## config.mk

```make
export PLATFORM = sky130hd
export DESIGN_NAME = id_ex_stage
export DESIGN_NICKNAME = d
export VERILOG_FILES = /design/src/rtl/riscv_pkg.sv /design/src/rtl/id_ex_stage_hazard.sv /design/src/rtl/id_ex_stage.sv
export SDC_FILE = /design/constraint.sdc
export NUM_CORES = 1
export LEC_CHECK = 0
export ABC_AREA = 0
export CORE_MARGIN = 3
export CORE_UTILIZATION = 38
export CTS_CLUSTER_SIZE = 8
export DETAILED_ROUTE_END_ITERATION = 7
export GPL_ROUTABILITY_DRIVEN = 1
export PLACE_DENSITY_LB_ADDON = 0.3
export SYNTH_ARGS = -nofsm -noshare
export SYNTH_HDL_FRONTEND = slang
export SYNTH_SLANG_ARGS = --single-unit
```

## constraint.sdc

```tcl
create_clock -name clk -period 2.3 [get_ports clk]
set_clock_uncertainty 0.1 [all_clocks]
set_input_delay 0.23 -clock clk [delete_from_list [all_inputs] [get_ports clk]]
set_output_delay 0.23 -clock clk [all_outputs]
set_load 0.01 [all_outputs]
```

## src/rtl/riscv_pkg.sv

```systemverilog
// Shared types for the ID/EX pipeline slice: decoded control bundle and datapath defaults.
package riscv_pkg;

   localparam int XLEN       = 32;
   localparam int REG_ADDR_W = 5;

   typedef struct packed {
      logic       reg_write;
      logic       mem_read;
      logic       mem_write;
      logic       mem_to_reg;
      logic       alu_src;
      logic       branch;
      logic       jump;
      logic [3:0] alu_op;
   } ctrl_t;

   localparam ctrl_t CTRL_NOP = '0;

endpackage

```

## src/rtl/id_ex_stage_hazard.sv

```systemverilog
// Load-use hazard compare: the load in EX writes a register that the instruction in ID reads.
module hazard_detect #(
   parameter int REG_ADDR_W = 5
) (
   input  logic                  ex_valid_i,
   input  logic                  ex_mem_read_i,
   input  logic [REG_ADDR_W-1:0] ex_rd_i,
   input  logic                  id_valid_i,
   input  logic                  id_uses_rs1_i,
   input  logic                  id_uses_rs2_i,
   input  logic [REG_ADDR_W-1:0] id_rs1_i,
   input  logic [REG_ADDR_W-1:0] id_rs2_i,
   output logic                  hazard_o
);

   logic rs1_hit;
   logic rs2_hit;

   assign rs1_hit  = id_uses_rs1_i && (id_rs1_i == ex_rd_i);
   assign rs2_hit  = id_uses_rs2_i && (id_rs2_i == ex_rd_i);
   // x0 is hard-wired to zero, so a load into it never creates a dependency
   assign hazard_o = ex_valid_i && ex_mem_read_i && (ex_rd_i != '0) &&
                     (rs1_hit || rs2_hit) && id_valid_i;

endmodule

```

## src/rtl/id_ex_stage.sv

```systemverilog
// ID/EX pipeline register with load-use bubble insertion, flush, front-end freeze
// and saturating stall/flush event counters.
module id_ex_stage
   import riscv_pkg::*;
#(
   parameter int XLEN       = riscv_pkg::XLEN,
   parameter int REG_ADDR_W = riscv_pkg::REG_ADDR_W,
   parameter int CNT_W      = 16
) (
   input  logic                  clk,
   input  logic                  reset,
   input  logic                  id_valid,
   input  logic [XLEN-1:0]       id_pc,
   input  logic [REG_ADDR_W-1:0] id_rs1,
   input  logic [REG_ADDR_W-1:0] id_rs2,
   input  logic                  id_uses_rs1,
   input  logic                  id_uses_rs2,
   input  logic [REG_ADDR_W-1:0] id_rd,
   input  logic [XLEN-1:0]       id_rdata1,
   input  logic [XLEN-1:0]       id_rdata2,
   input  logic [XLEN-1:0]       id_imm,
   input  ctrl_t                 id_ctrl,
   input  logic                  mem_stall,
   input  logic                  ex_flush,
   output logic                  ex_valid,
   output logic [XLEN-1:0]       ex_pc,
   output logic [XLEN-1:0]       ex_imm,
   output logic [REG_ADDR_W-1:0] ex_rs1,
   output logic [REG_ADDR_W-1:0] ex_rs2,
   output logic [REG_ADDR_W-1:0] ex_rd,
   output logic [XLEN-1:0]       ex_rdata1,
   output logic [XLEN-1:0]       ex_rdata2,
   output ctrl_t                 ex_ctrl,
   output logic                  pc_write,
   output logic                  if_id_write,
   output logic                  load_use_stall,
   output logic [CNT_W-1:0]      stall_cnt,
   output logic [CNT_W-1:0]      flush_cnt
);

   function automatic logic [CNT_W-1:0] sat_inc(input logic [CNT_W-1:0] v);
      return (&v) ? v : v + 1'b1;
   endfunction

   logic                  valid_q,  valid_d;
   logic [XLEN-1:0]       pc_q,     pc_d;
   logic [XLEN-1:0]       imm_q,    imm_d;
   logic [REG_ADDR_W-1:0] rs1_q,    rs1_d;
   logic [REG_ADDR_W-1:0] rs2_q,    rs2_d;
   logic [REG_ADDR_W-1:0] rd_q,     rd_d;
   logic [XLEN-1:0]       rdata1_q, rdata1_d;
   logic [XLEN-1:0]       rdata2_q, rdata2_d;
   ctrl_t                 ctrl_q,   ctrl_d;
   logic [CNT_W-1:0]      stall_cnt_q, stall_cnt_d;
   logic [CNT_W-1:0]      flush_cnt_q, flush_cnt_d;
   logic                  hazard;
   logic                  bubble;

   hazard_detect #(
      .REG_ADDR_W(REG_ADDR_W)
   ) u_hazard (
      .ex_valid_i    (valid_q),
      .ex_mem_read_i (ctrl_q.mem_read),
      .ex_rd_i       (rd_q),
      .id_valid_i    (id_valid),
      .id_uses_rs1_i (id_uses_rs1),
      .id_uses_rs2_i (id_uses_rs2),
      .id_rs1_i      (id_rs1),
      .id_rs2_i      (id_rs2),
      .hazard_o      (hazard)
   );

   always_comb begin
      pc_write       = 1'b1;
      if_id_write    = 1'b1;
      load_use_stall = 1'b0;
      bubble         = 1'b0;
      stall_cnt_d    = stall_cnt_q;
      flush_cnt_d    = flush_cnt_q;
      valid_d        = id_valid;
      pc_d           = id_pc;
      imm_d          = id_imm;
      rs1_d          = id_rs1;
      rs2_d          = id_rs2;
      rd_d           = id_rd;
      rdata1_d       = id_rdata1;
      rdata2_d       = id_rdata2;
      ctrl_d         = id_valid ? id_ctrl : CTRL_NOP;

      // mem_stall outranks flush: EX is frozen, so the branch unit re-asserts flush later
      if (mem_stall) begin
         pc_write    = 1'b0;
         if_id_write = 1'b0;
         valid_d     = valid_q;
         pc_d        = pc_q;
         imm_d       = imm_q;
         rs1_d       = rs1_q;
         rs2_d       = rs2_q;
         rd_d        = rd_q;
         rdata1_d    = rdata1_q;
         rdata2_d    = rdata2_q;
         ctrl_d      = ctrl_q;
      end else if (ex_flush) begin
         bubble      = 1'b1;
         flush_cnt_d = sat_inc(flush_cnt_q);
      end else if (hazard) begin
         bubble         = 1'b1;
         pc_write       = 1'b0;
         if_id_write    = 1'b0;
         load_use_stall = 1'b1;
         stall_cnt_d    = sat_inc(stall_cnt_q);
      end

      // Bubble zeroes indices too, so forwarding never matches a bubble's rd
      if (bubble) begin
         valid_d  = 1'b0;
         pc_d     = '0;
         imm_d    = '0;
         rs1_d    = '0;
         rs2_d    = '0;
         rd_d     = '0;
         rdata1_d = '0;
         rdata2_d = '0;
         ctrl_d   = CTRL_NOP;
      end
   end

   always_ff @(posedge clk) begin
      if (reset) begin
         valid_q     <= 1'b0;
         pc_q        <= '0;
         imm_q       <= '0;
         rs1_q       <= '0;
         rs2_q       <= '0;
         rd_q        <= '0;
         rdata1_q    <= '0;
         rdata2_q    <= '0;
         ctrl_q      <= CTRL_NOP;
         stall_cnt_q <= '0;
         flush_cnt_q <= '0;
      end else begin
         valid_q     <= valid_d;
         pc_q        <= pc_d;
         imm_q       <= imm_d;
         rs1_q       <= rs1_d;
         rs2_q       <= rs2_d;
         rd_q        <= rd_d;
         rdata1_q    <= rdata1_d;
         rdata2_q    <= rdata2_d;
         ctrl_q      <= ctrl_d;
         stall_cnt_q <= stall_cnt_d;
         flush_cnt_q <= flush_cnt_d;
      end
   end

   assign ex_valid  = valid_q;
   assign ex_pc     = pc_q;
   assign ex_imm    = imm_q;
   assign ex_rs1    = rs1_q;
   assign ex_rs2    = rs2_q;
   assign ex_rd     = rd_q;
   assign ex_rdata1 = rdata1_q;
   assign ex_rdata2 = rdata2_q;
   assign ex_ctrl   = ctrl_q;
   assign stall_cnt = stall_cnt_q;
   assign flush_cnt = flush_cnt_q;

endmodule

```

## Yosys cells after proc, flatten, opt, wreduce, memory -nomap -nowiden

Cells that the tools add are included.

| storage, ports and cells | value |
|---|---|
| register bits after elaboration | 187 |
| bits in latches | 0 |
| bits in writable memories | 0 |
| bits in read-only memories | 0 |
| bits of input ports | 161 |
| memories kept | 0 |

| operators by class | value |
|---|---|
| $add $sub $neg | 2 |
| multipliers | 0 |
| divide/modulo/power cells | 0 |
| $lt $le $gt $ge | 0 |
| equality and inequality tests | 2 |
| shifts and indexed selects | 0 |
| mux-type cells | 9 |
| bitwise operators | 4 |
| reduce and logical (&&, ||, !) cells | 13 |

Operators with widths:

| cell | count |
|---|---|
| adder 16 x 1 -> 16 bit, second input constant | 2 |
| AND reduction 16 bit | 2 |
| two-way mux 11 bit | 1 |
| == test 5 bit | 2 |
| two-way mux 1 bit | 8 |
| logical AND 1 bit | 6 |
| nonzero test 5 bit | 1 |
| inverter 1 bit | 4 |
| AND reduction 4 bit | 1 |
| AND reduction 3 bit | 1 |
| OR reduction 2 bit | 1 |
| logical OR 1 bit | 1 |

## Longest topological paths before layout

Gate-level depths: netlist (run 1).

| depth | value |
|---|---|
| depth after elaboration | 9 |
| depth in mapped cells | 8 |
| depth with buffers taken out | 7 |

## Cells and area by module

From an unflattened synthesis (run 1), not the netlist that was laid out.

| second synthesis, totals | value |
|---|---|
| cells, all modules | 729 |
| area, all modules | 7278.2 um^2 |

Modules (own cells, without submodules):

| module | times used | cells an instance | area each (um^2) |
|---|---|---|---|
| id_ex_stage | 1 | 712 | 7146.9 |
| hazard_detect | 1 | 17 | 131.4 |

## Worst setup path before layout (run 1)

Ideal clock, no wire load.

| timing | value |
|---|---|
| path type | flip-flop to flip-flop |
| from | register stall_cnt_q[2] (netlist: stall_cnt[2]) |
| to | register stall_cnt_q[10] (netlist: stall_cnt[10]) |
| setup time | 0.070 ns |
| arrival time | 1.881 ns |
| required time | 2.130 ns |
| slack | 0.249 ns |
| cell stages (with the launch flop) | 7 |
| path buffers | 0 |
| period minus slack after synthesis | 2.051 ns |
| cell sequence | dfxtp_1 > nand4_2 > or4b_1 > nor3b_2 > nand2_2 > or3_1 > a21oi_1 |

| on the way | value |
|---|---|
| cells in the longest elaborated chain, start to end | 3 |
| elaborated cells on any way between the ends | 4 |

RTL lines:

| element | line | source |
|---|---|---|
| start: declaration | id_ex_stage.sv:54 | `logic [CNT_W-1:0] stall_cnt_q, stall_cnt_d;` |
| start signal: assignment | id_ex_stage.sv:151 | `stall_cnt_q <= stall_cnt_d;` |
| parallel branches: the longest is 3 deep, another holds adder 16 x 1 -> 16 bit | n/a |  |

Several ways; the timed one is not identified.
A chain may end at the register's enable or synchronous reset.

## Worst setup path in the final report (run 1)

| timing | value |
|---|---|
| from | register rd_q[2] (netlist: ex_rd[2]) |
| to | register rdata1_q[4] (netlist: ex_rdata1[4]) |

| on the way | value |
|---|---|
| cells in the longest elaborated chain, start to end | 9 |
| elaborated cells on any way between the ends | 13 |

RTL lines:

| element | line | source |
|---|---|---|
| start: declaration | id_ex_stage.sv:50 | `logic [REG_ADDR_W-1:0] rd_q, rd_d;` |
| start signal: assignment | id_ex_stage.sv:147 | `rd_q <= rd_d;` |
| == test 5 bit (on tied branches) | id_ex_stage_hazard.sv:19, id_ex_stage_hazard.sv:20 |  |
| logical AND 1 bit (on tied branches) | id_ex_stage_hazard.sv:19, id_ex_stage_hazard.sv:20 |  |
| logical OR 1 bit | id_ex_stage_hazard.sv:23 | `(rs1_hit \|\| rs2_hit) && id_valid_i;` |
| logical AND 1 bit * | id_ex_stage_hazard.sv:22 | `assign hazard_o = ex_valid_i && ex_mem_read_i && (ex_rd_i != '0) &&` |
| logical AND 1 bit * | id_ex_stage_hazard.sv:23 |  |
| two-way mux 1 bit * | id_ex_stage.sv:106 | `end else if (hazard) begin` |
| two-way mux 1 bit * | id_ex_stage.sv:103 | `end else if (ex_flush) begin` |
| two-way mux 1 bit * | id_ex_stage.sv:91 | `if (mem_stall) begin` |
| OR reduction 2 bit (no line) * | n/a |  |
| end signal: assignment | id_ex_stage.sv:148 | `rdata1_q <= rdata1_d;` |
| end: declaration | id_ex_stage.sv:51 | `logic [XLEN-1:0] rdata1_q, rdata1_d;` |

Mark *: on every way between the ends. The rest lies on a longest branch, timed or not.

==> results of run 1 <==
## cell type report
cell class,instances,share of cell area
diodes,1,0.000229
flip-flops and latches,187,0.344
clock buffers,21,0.0431
inverters,3,0.00103
multi-input cells,314,0.222
well taps,216,0.0247
clock inverters,11,0.0121
repair buffers,382,0.353
## final timing paths
kind,to,slack (ps)
min,ex_imm[12]$_SDFFE_PP0N_,300
max,ex_rdata1[4]$_SDFFE_PP0N_,110
min reg2reg,ex_ctrl[5]$_SDFFE_PP0N_,360
max reg2reg,ex_rdata1[4]$_SDFFE_PP0N_,110
## sequential cells by signal (all words and copies together), names as in the netlist
signal,flops
ex_rdata1,32
ex_rdata2,32
ex_ctrl,11
ex_pc,32
ex_rs1,5
ex_rs2,5
stall_cnt,16
ex_rd,5
flush_cnt,16
ex_imm,32
ex_valid,1
## logic make-up (layout without fill, tap and decap cells)
kind of cell	Yosys count	after routing	synth area share
flip-flops	187	187	0.592
AO/OA/AOI/OAI	178	178	0.241
AND/OR/NAND/NOR	102	102	0.0866
buffers and inverters	46	417	0.0320
XOR/XNOR	30	30	0.0415
adder cells (fa/ha/maj)	2	2	0.00395
multiplexers	2	2	0.00316
other	0	1	0
## layer usage
layer | up-vias | GRT usage | routed length, um
li1 | 2779 | - | -
met2 | 245 | 0.371 | 10600
met1 | 2717 | 0.263 | 8100
met5 | - | 0 | 13
met3 | 39 | 0.0857 | 1840
met4 | 2 | 0.0784 | 509
## synthesized netlist by cell type (2+ instances only)
cell type / count / share of area
nor3b_1: 2 / 0.0024
nor2_1: 29 / 0.017
a32o_1: 11 / 0.017
nand3_1: 12 / 0.0095
buf_2: 18 / 0.014
o21ai_0: 4 / 0.0032
buf_4: 2 / 0.0024
inv_1: 3 / 0.0018
mux2i_1: 2 / 0.0032
ha_1: 2 / 0.0040
a21oi_1: 10 / 0.0079
nand4_1: 11 / 0.011
dfxtp_1: 187 / 0.59
o31ai_1: 6 / 0.0071
nand2b_1: 2 / 0.0020
nand2_1: 12 / 0.0071
and4_1: 2 / 0.0028
nor3_1: 5 / 0.0040
clkbuf_1: 23 / 0.014
a22o_1: 144 / 0.20
or3_1: 5 / 0.0049
xnor2_1: 22 / 0.030
and3_1: 5 / 0.0049
or4_1: 6 / 0.0071
nor2b_1: 2 / 0.0020
xor2_1: 8 / 0.011
nor4_1: 3 / 0.0030
## through the flow
step                power (uW)  std cells  TNS, ps
floorplan                 3730        547        0
global placement          4300       1099   -22230
detailed placement        4310       1099   -22210
CTS                       7290       1132        0
global route              7490       1135    -57.2
finish                    7230       1135        0
## report_power, final
part	internal, uW	switching, uW
Sequential	3340	65.1
Combinational	547	295
Clock	1700	1280
Total	5590	1640
## worst max-delay path, stage by stage (launching register included)
cell and delay [ps]:
dfxtp_2 350, buf_4 140, xnor2_1 110, nand2_1 110, o22ai_4 80, buf_4 150, buf_4 140, a2111oi_4 350
buf_4 250, clkbuf_16 210, a22o_1 150
## repair_timing
action / CTS / global route
setup endpoints to repair: 3 / 73
cloned: 0 / 2
buffers inserted: 1 / 0
pin swaps: 2 / 0
gates resized for setup: 9 / 10
==> flow_metrics.env, run 1 <==
export IMPL_avgRoutedWirePerCell_um=18.6
export IMPL_pin_count=351
export IMPL_clock_latency_ps=420
export IMPL_synth_top_flop_cell="dfxtp_1"
export IMPL_critPathArrivalTime_ps=2450
export IMPL_place_area_mm2=0.0102
export IMPL_numPortBuffers=350
export IMPL_relSlewSlack=0.685
export IMPL_async_reset_ff_frac=0
export IMPL_initial_utilization=0.393
export IMPL_clock_sinks=187
export IMPL_layout_drive_gt1_share=0.0861
export IMPL_syn_num_nets=710
export IMPL_power_density_mw_per_mm2=662
export IMPL_hold_viol_final=0
export IMPL_cts_made_buffers=17
export IMPL_final_common_cell="clkdlybuf4s50_1"
export IMPL_layout_area_overhead_vs_synth_pct=72.6
export IMPL_first_iter_violations=228
export IMPL_finalCritPeriodShare=0.953
export IMPL_yosysWarnings=0
export IMPL_route_detailed_drc=0
export IMPL_rsz0062_at_grt="yes"
export IMPL_tightest_slew_ps=469
export IMPL_cp_end_kind="flop"
export IMPL_final_cell_mix="clkdlybuf4s50_1, dfxtp_1, a22o_1"
export IMPL_globalRouteOverflowTotal=0
export IMPL_grt_start_max_net_pins=87
export IMPL_track_usage=0.222
export IMPL_synth_distinct_cells=36
export IMPL_crit_path_max_fanout=22
export IMPL_synth_edf_count=0
export IMPL_ff_latch_area_mm2=0.00375
export IMPL_cts_tree="built"
export IMPL_die_width_um=135
export IMPL_hold_path_depth=2
export IMPL_core_mm2=0.0161
export IMPL_crit_type="reg2reg"
export IMPL_p_leak_uw=0.00405
export IMPL_post_place_ws_ps=-197
export IMPL_rr_worst_depth=10
export IMPL_timing_final_ws_setup_ps=107
export IMPL_fill_cells=1265
export IMPL_hp_start="id_imm[12]"
export IMPL_synth_seq_cells=187
export IMPL_fin_crit_ps=2190
export IMPL_clk_path_buf_depth=2
export IMPL_ys_seq_area_frac=0.592
export IMPL_worstPathRequired_ps=2560
export IMPL_cts_root_buf="clkbuf_16"
export IMPL_hold_class="in2reg"
export IMPL_num_rows=46
export IMPL_ir_worst_vdd_mv=0.502
export IMPL_max_freq_mhz=456
export IMPL_start_kind="flop"
export IMPL_design_die_area_mm2=0.0182
export IMPL_wl_mm=21.1
export IMPL_cap_violations=0
export IMPL_dr_total_vias=5782
export IMPL_syn_cell_area_mm2=0.00633
export IMPL_viasPerCell=5.09
export IMPL_regToRegStartpoint="ex_rd[2]$_SDFFE_PP0N_"
export IMPL_multi_input_area_mm2=0.00242
export IMPL_dr_pass1_iters=4
export IMPL_grt_pass1_vias=5938
export IMPL_status="finished clean"
export IMPL_gp_routability_congestion=0.818
export IMPL_nets=1068
export IMPL_die_y_um=135
export IMPL_hold_slack_ps=301
export IMPL_critPathLaunch="ex_rd[2]$_SDFFE_PP0N_"
export IMPL_syn_inst=547
export IMPL_clkSlewWorstSetupHoldPaths_ps=70
export IMPL_dp_hpwl_mm=15.2
export IMPL_fin_util=0.678
export IMPL_avgSynthCellArea_um2=11.6
export IMPL_finalSetupViolations=0
export IMPL_grt_pass1_wl_mm=31.9
export IMPL_drv_slew=0
export IMPL_final_area_mm2=0.0109
export IMPL_htree_levels=4
export IMPL_drtAntennaViolNets=0
export IMPL_cts_hold_repair_buffers=0
export IMPL_grt_antenna_before_repair=2
Power figures use the tool's default switching activity.
==> run 2: changes to the inputs <==
RECOVER_POWER = 100   (was unset)
SKIP_CTS_REPAIR_TIMING = 1   (was unset)
==> run 2 against run 1 <==
First-iteration DRC count rose by 0.44%. Final area fell by 0.92%. Power fell by 0.83%. Non-clock buffer count fell by 3. Via count fell by 0.24%. Sequential cell count did not move. Sequential share of layout area rose by 0.29 points. Critical path depth fell by 1. Worst setup slack improved by 45 ps. Highest routed layer unchanged. Wire length fell by 1.8%. Core utilization fell by 0.62 points. Die area did not move.
==> flow_metrics.env, run 2 (synthesized netlist as in run 1, its figures left out) <==
export IMPL_cts_root_buf="clkbuf_16"
export IMPL_critPathArrivalTime_ps=2410
export IMPL_grt_pass1_vias=5907
export IMPL_switching_share=0.227
export IMPL_clock_latency_ps=420
export IMPL_num_rows=46
export IMPL_clock_sinks=187
export IMPL_die_width_um=135
export IMPL_numPortBuffers=350
export IMPL_drtAntennaViolNets=0
export IMPL_max_freq_mhz=466
export IMPL_htree_levels=4
export IMPL_final_cell_mix="dlygate4sd3_1, dfxtp_1, clkdlybuf4s50_1"
export IMPL_first_iter_violations=229
export IMPL_gp_routability_congestion=0.818
export IMPL_tightest_slew_ps=446
export IMPL_cts_made_buffers=17
export IMPL_fin_util=0.672
export IMPL_hold_slack_ps=302
export IMPL_hp_start="id_rdata2[18]"
export IMPL_core_mm2=0.0161
export IMPL_cap_violations=0
export IMPL_dr_pass1_iters=5
export IMPL_wl_mm=20.7
export IMPL_p_leak_uw=0.00462
export IMPL_ir_worst_vdd_mv=0.498
export IMPL_grt_antenna_before_repair=2
export IMPL_design_die_area_mm2=0.0182
export IMPL_start_kind="flop"
export IMPL_critPathLaunch="ex_rd[2]$_SDFFE_PP0N_"
export IMPL_track_usage=0.222
export IMPL_cp_end_kind="flop"
export IMPL_initial_utilization=0.393
export IMPL_finalSetupViolations=0
export IMPL_globalRouteOverflowTotal=0
export IMPL_post_place_ws_ps=-197
export IMPL_drv_slew=0
export IMPL_dp_hpwl_mm=15.2
export IMPL_viasPerCell=5.10
export IMPL_avgRoutedWirePerCell_um=18.3
export IMPL_clk_path_buf_depth=2
export IMPL_clkPwrFrac=0.416
export IMPL_power_density_mw_per_mm2=663
export IMPL_hold_viol_final=0
export IMPL_worstPathRequired_ps=2560
export IMPL_hold_class="in2reg"
export IMPL_final_common_cell="dlygate4sd3_1"
export IMPL_crit_path_max_fanout=21
export IMPL_p_int_uw=5550
export IMPL_switchingPower_uw=1620
export IMPL_grt_start_max_net_pins=87
export IMPL_timing_final_ws_setup_ps=152
export IMPL_rsz0062_at_grt="no"
export IMPL_cts_tree="built"
export IMPL_regToRegStartpoint="ex_rd[2]$_SDFFE_PP0N_"
export IMPL_fin_crit_ps=2150
export IMPL_status="finished clean"
export IMPL_finalCritPeriodShare=0.934
export IMPL_route_detailed_drc=0
export IMPL_layout_area_overhead_vs_synth_pct=71.0
export IMPL_fill_cells=1283
export IMPL_relSlewSlack=0.701
export IMPL_grt_pass1_wl_mm=31.8
export IMPL_clkSlewWorstSetupHoldPaths_ps=70
export IMPL_layout_drive_gt1_share=0.0754
export IMPL_die_y_um=135
export IMPL_nets=1065
export IMPL_crit_type="reg2reg"
export IMPL_power_frac_seq=0.475
export IMPL_comb_power_share=0.110
export IMPL_pin_count=351
export IMPL_dr_total_vias=5768
==> run 2: cell types whose count changed in the layout (fill, tap and decap cells not counted), sizes merged <==
cell / delta
buf: -7
clkbuf: +3
clkdlybuf4s50: -186
dlygate4sd2: -2
dlygate4sd3: +186
dlymetal6s2s: +3
==> run 2: power by group through the flow <==
stage / sequential (uW) / combinational [uW] / clock, uW
global route: 3420 / 838 / 3170
floorplan: 3520 / 204 / 0
CTS: 3410 / 832 / 3050
global placement: 3480 / 819 / 0
finish: 3400 / 787 / 2980
detailed placement: 3480 / 828 / 0
==> run 2: worst paths after layout <==
kind	endpoint	slack [ps]	cells after the start
setup reg to reg	ex_rs1[0]$_SDFFE_PP0N_	150	9
hold reg to reg	ex_ctrl[5]$_SDFFE_PP0N_	360	1
setup / recovery	ex_rs1[0]$_SDFFE_PP0N_	150	9
hold / removal	ex_rdata2[18]$_SDFFE_PP0N_	300	2
==> run 2: stage by stage <==
step                      instance area [um2]  cells  total power [uW]  TNS, ps
after floorplan                          6330    547              3730        0
after global placement                  10200   1099              4300   -22230
after detailed placement                10200   1099              4310   -22210
after CTS                               10800   1131              7290     -965
after global routing                    10800   1132              7430        0
final                                   10800   1132              7170        0
==> run 2: area by class of cell <==
cell class,instances,area [um2],share of cell area
Antenna cell,1,2.50,0.000231
Clock buffer,21,470,0.0435
Clock inverter,11,133,0.0123
Inverter,3,11.3,0.00104
Multi-Input combinational cell,314,2410,0.222
Sequential cell,187,3750,0.347
Tap cell,216,270,0.0250
Timing Repair Buffer,379,3770,0.349
==> run 2: critical path, stage by stage (launching register included) <==
cell and delay [ps]:
dfxtp_2 350, buf_4 140, xnor2_1 110, nand2_1 110
o22ai_4 80, clkbuf_1 140, a2111oi_4 340, buf_4 210
clkbuf_4 290, a22o_1 200
==> run 2: metal layers <==
layer / vias to the layer above / global-route usage / share of wire
met2: 230 / 0.370 / 0.50
met5: - / 0 / 0.00063
met3: 44 / 0.0857 / 0.079
li1: 2777 / - / -
met4: 2 / 0.0784 / 0.025
met1: 2715 / 0.262 / 0.40
==> run 3: changes to the inputs <==
GPL_TIMING_DRIVEN = 1   (was unset)
TNS_END_PERCENT = 50   (was unset)
clock period = 2.2 ns   (was 2.3 ns; I/O delays follow)
==> run 3 against run 2 <==
Worst setup slack got worse by 130 ps. First-iteration DRC count increased by 18%. Die area unchanged. Sequential power increased by 5%. Sequential cell count unchanged. Register-to-register slack got worse by 40 ps. Cell count increased by 1.9%.
==> flow_metrics.env, run 3 (synthesized netlist as in run 1, its figures left out) <==
export IMPL_cts_made_buffers=17
export IMPL_fin_util=0.685
export IMPL_numPortBuffers=350
export IMPL_slowest_stage="dfxtp_2"
export IMPL_die_y_um=135
export IMPL_pin_count=351
export IMPL_drtAntennaViolNets=0
export IMPL_fill_cells=1214
export IMPL_dp_hpwl_mm=15.5
export IMPL_track_usage=0.219
export IMPL_cp_end_kind="primary output"
export IMPL_max_freq_mhz=460
export IMPL_clkSlewWorstSetupHoldPaths_ps=70
export IMPL_initial_utilization=0.393
export IMPL_first_iter_violations=271
export IMPL_grt_pass1_vias=5626
export IMPL_fin_crit_ps=2170
export IMPL_place_inst=1117
export IMPL_rsz0062_at_grt="yes"
export IMPL_finalNonFillerCells=1154
export IMPL_clock_latency_ps=420
export IMPL_layout_drive_gt1_share=0.103
export IMPL_critPathArrivalTime_ps=1850
export IMPL_grt_antenna_before_repair=2
export IMPL_globalRouteOverflowTotal=0
export IMPL_wl_met3_mm=1.71
export IMPL_drv_slew=0
export IMPL_tightest_slew_ps=619
export IMPL_grt_start_max_net_pins=52
export IMPL_finalSetupViolations=0
export IMPL_power_frac_seq=0.476
export IMPL_p_leak_uw=0.00474
export IMPL_rr_worst_depth=9
export IMPL_hold_slack_ps=290
export IMPL_post_place_ws_ps=-244
export IMPL_switching_share=0.229
export IMPL_comb_power_share=0.114
export IMPL_ir_worst_vdd_mv=0.515
export IMPL_layout_area_overhead_vs_synth_pct=74.5
export IMPL_clk_path_buf_depth=2
export IMPL_route_detailed_drc=0
export IMPL_hold_viol_final=0
export IMPL_wl_mm=21.1
export IMPL_switchingPower_uw=1710
export IMPL_nets=1086
export IMPL_hold_path_depth=2
export IMPL_grt_pass1_wl_mm=31.0
export IMPL_timing_final_ws_setup_ps=26.4
export IMPL_design_die_area_mm2=0.0182
export IMPL_max_stage_delay_ps=360
export IMPL_start_kind="flop"
export IMPL_htree_levels=4
export IMPL_crit_type="reg2out"
export IMPL_clock_sinks=187
export IMPL_final_common_cell="dlygate4sd3_1"
export IMPL_gp_routability_congestion=0.809
export IMPL_dr_total_vias=5892
export IMPL_dr_pass1_iters=6
export IMPL_cap_violations=0
export IMPL_worstPathRequired_ps=1880
export IMPL_num_rows=46
export IMPL_wl_met2_mm=10.4
export IMPL_finalCritPeriodShare=0.988
export IMPL_clkPwrFrac=0.409
export IMPL_crit_chain="buf_4 > nor3_1 > a21oi_1 > buf_4 > nand2_1 > nor2_1 > nor2_1 > dlymetal6s2s_1"
export IMPL_final_cell_mix="dlygate4sd3_1, dfxtp_1, clkdlybuf4s50_1"
export IMPL_power_density_mw_per_mm2=676
export IMPL_core_mm2=0.0161
export IMPL_cts_root_buf="clkbuf_16"
export IMPL_crit_path_max_fanout=5
export IMPL_hold_class="in2reg"
export IMPL_avgRoutedWirePerCell_um=18.3
export IMPL_viasPerCell=5.11
export IMPL_relSlewSlack=0.583
export IMPL_status="finished clean"
export IMPL_wl_met1_mm=8.52
export IMPL_cts_tree="built"
export IMPL_p_int_uw=5760
export IMPL_die_width_um=135
export IMPL_top_layer="met5"
## run 3: cell types whose count changed in the layout (fill, tap and decap cells not counted), moves of 2 or more
cell and delta:
dlymetal6s2s_1 -2, clkinvlp_4 -3, xnor2_2 +2, clkinv_2 +2, clkbuf_8 -2, buf_12 +3, xnor2_1 -2, clkinv_4 +2
buf_4 +21
## run 3: per-stage QoR
step / setup TNS, ps / instance area (um2) / total power (uW)
2_1_floorplan: 0 / 6330 / 3900
3_3_place_gp: -21520 / 10400 / 4510
3_5_place_dp: -26230 / 10400 / 4520
4_1_cts: -1590 / 11000 / 7570
5_1_grt: -198 / 11000 / 7750
6_report: 0 / 11000 / 7470
## run 3: critical path, delay by kind of cell, from the launching register on
family | cells | cell delay, ps
AND/OR/NAND/NOR | 4 | 480
buffers and inverters | 3 | 500
flip-flops | 1 | 360
AO/OA/AOI/OAI | 1 | 90
## run 3: layout make-up
class | instances | area [um2] | share of cell area
clock inverters | 12 | 143 | 0.0129
diodes | 2 | 5.00 | 0.000453
inverters | 3 | 11.3 | 0.00102
flip-flops and latches | 187 | 3750 | 0.340
multi-input cells | 314 | 2430 | 0.220
repair buffers | 400 | 3990 | 0.361
clock buffers | 20 | 447 | 0.0404
well taps | 216 | 270 | 0.0245
## run 3: worst paths after layout
path                           start                          to  slack, ps
min reg2reg  ex_ctrl[7]$_SDFFE_PP0N_     ex_ctrl[7]$_SDFFE_PP0N_        360
max reg2reg    ex_rd[3]$_SDFFE_PP0N_  ex_rdata2[14]$_SDFFE_PP0N_        110
max            ex_rd[0]$_SDFFE_PP0N_                 if_id_write         30
min                         id_pc[3]       ex_pc[3]$_SDFFE_PP0N_        290
## run 3: layer usage
metal | up-vias | global-route usage
met3 | 36 | 0.0808
met5 | - | 0
met2 | 238 | 0.359
met1 | 2789 | 0.263
met4 | 2 | 0.0834
li1 | 2827 | -
## run 3: power groups by stage
stage               registers, uW  clock network (uW)  logic, uW
floorplan                    3680                   0        213
global placement             3630                   0        877
detailed placement           3630                   0        885
CTS                          3560                3120        890
global route                 3570                3270        905
finish                       3560                3060        854
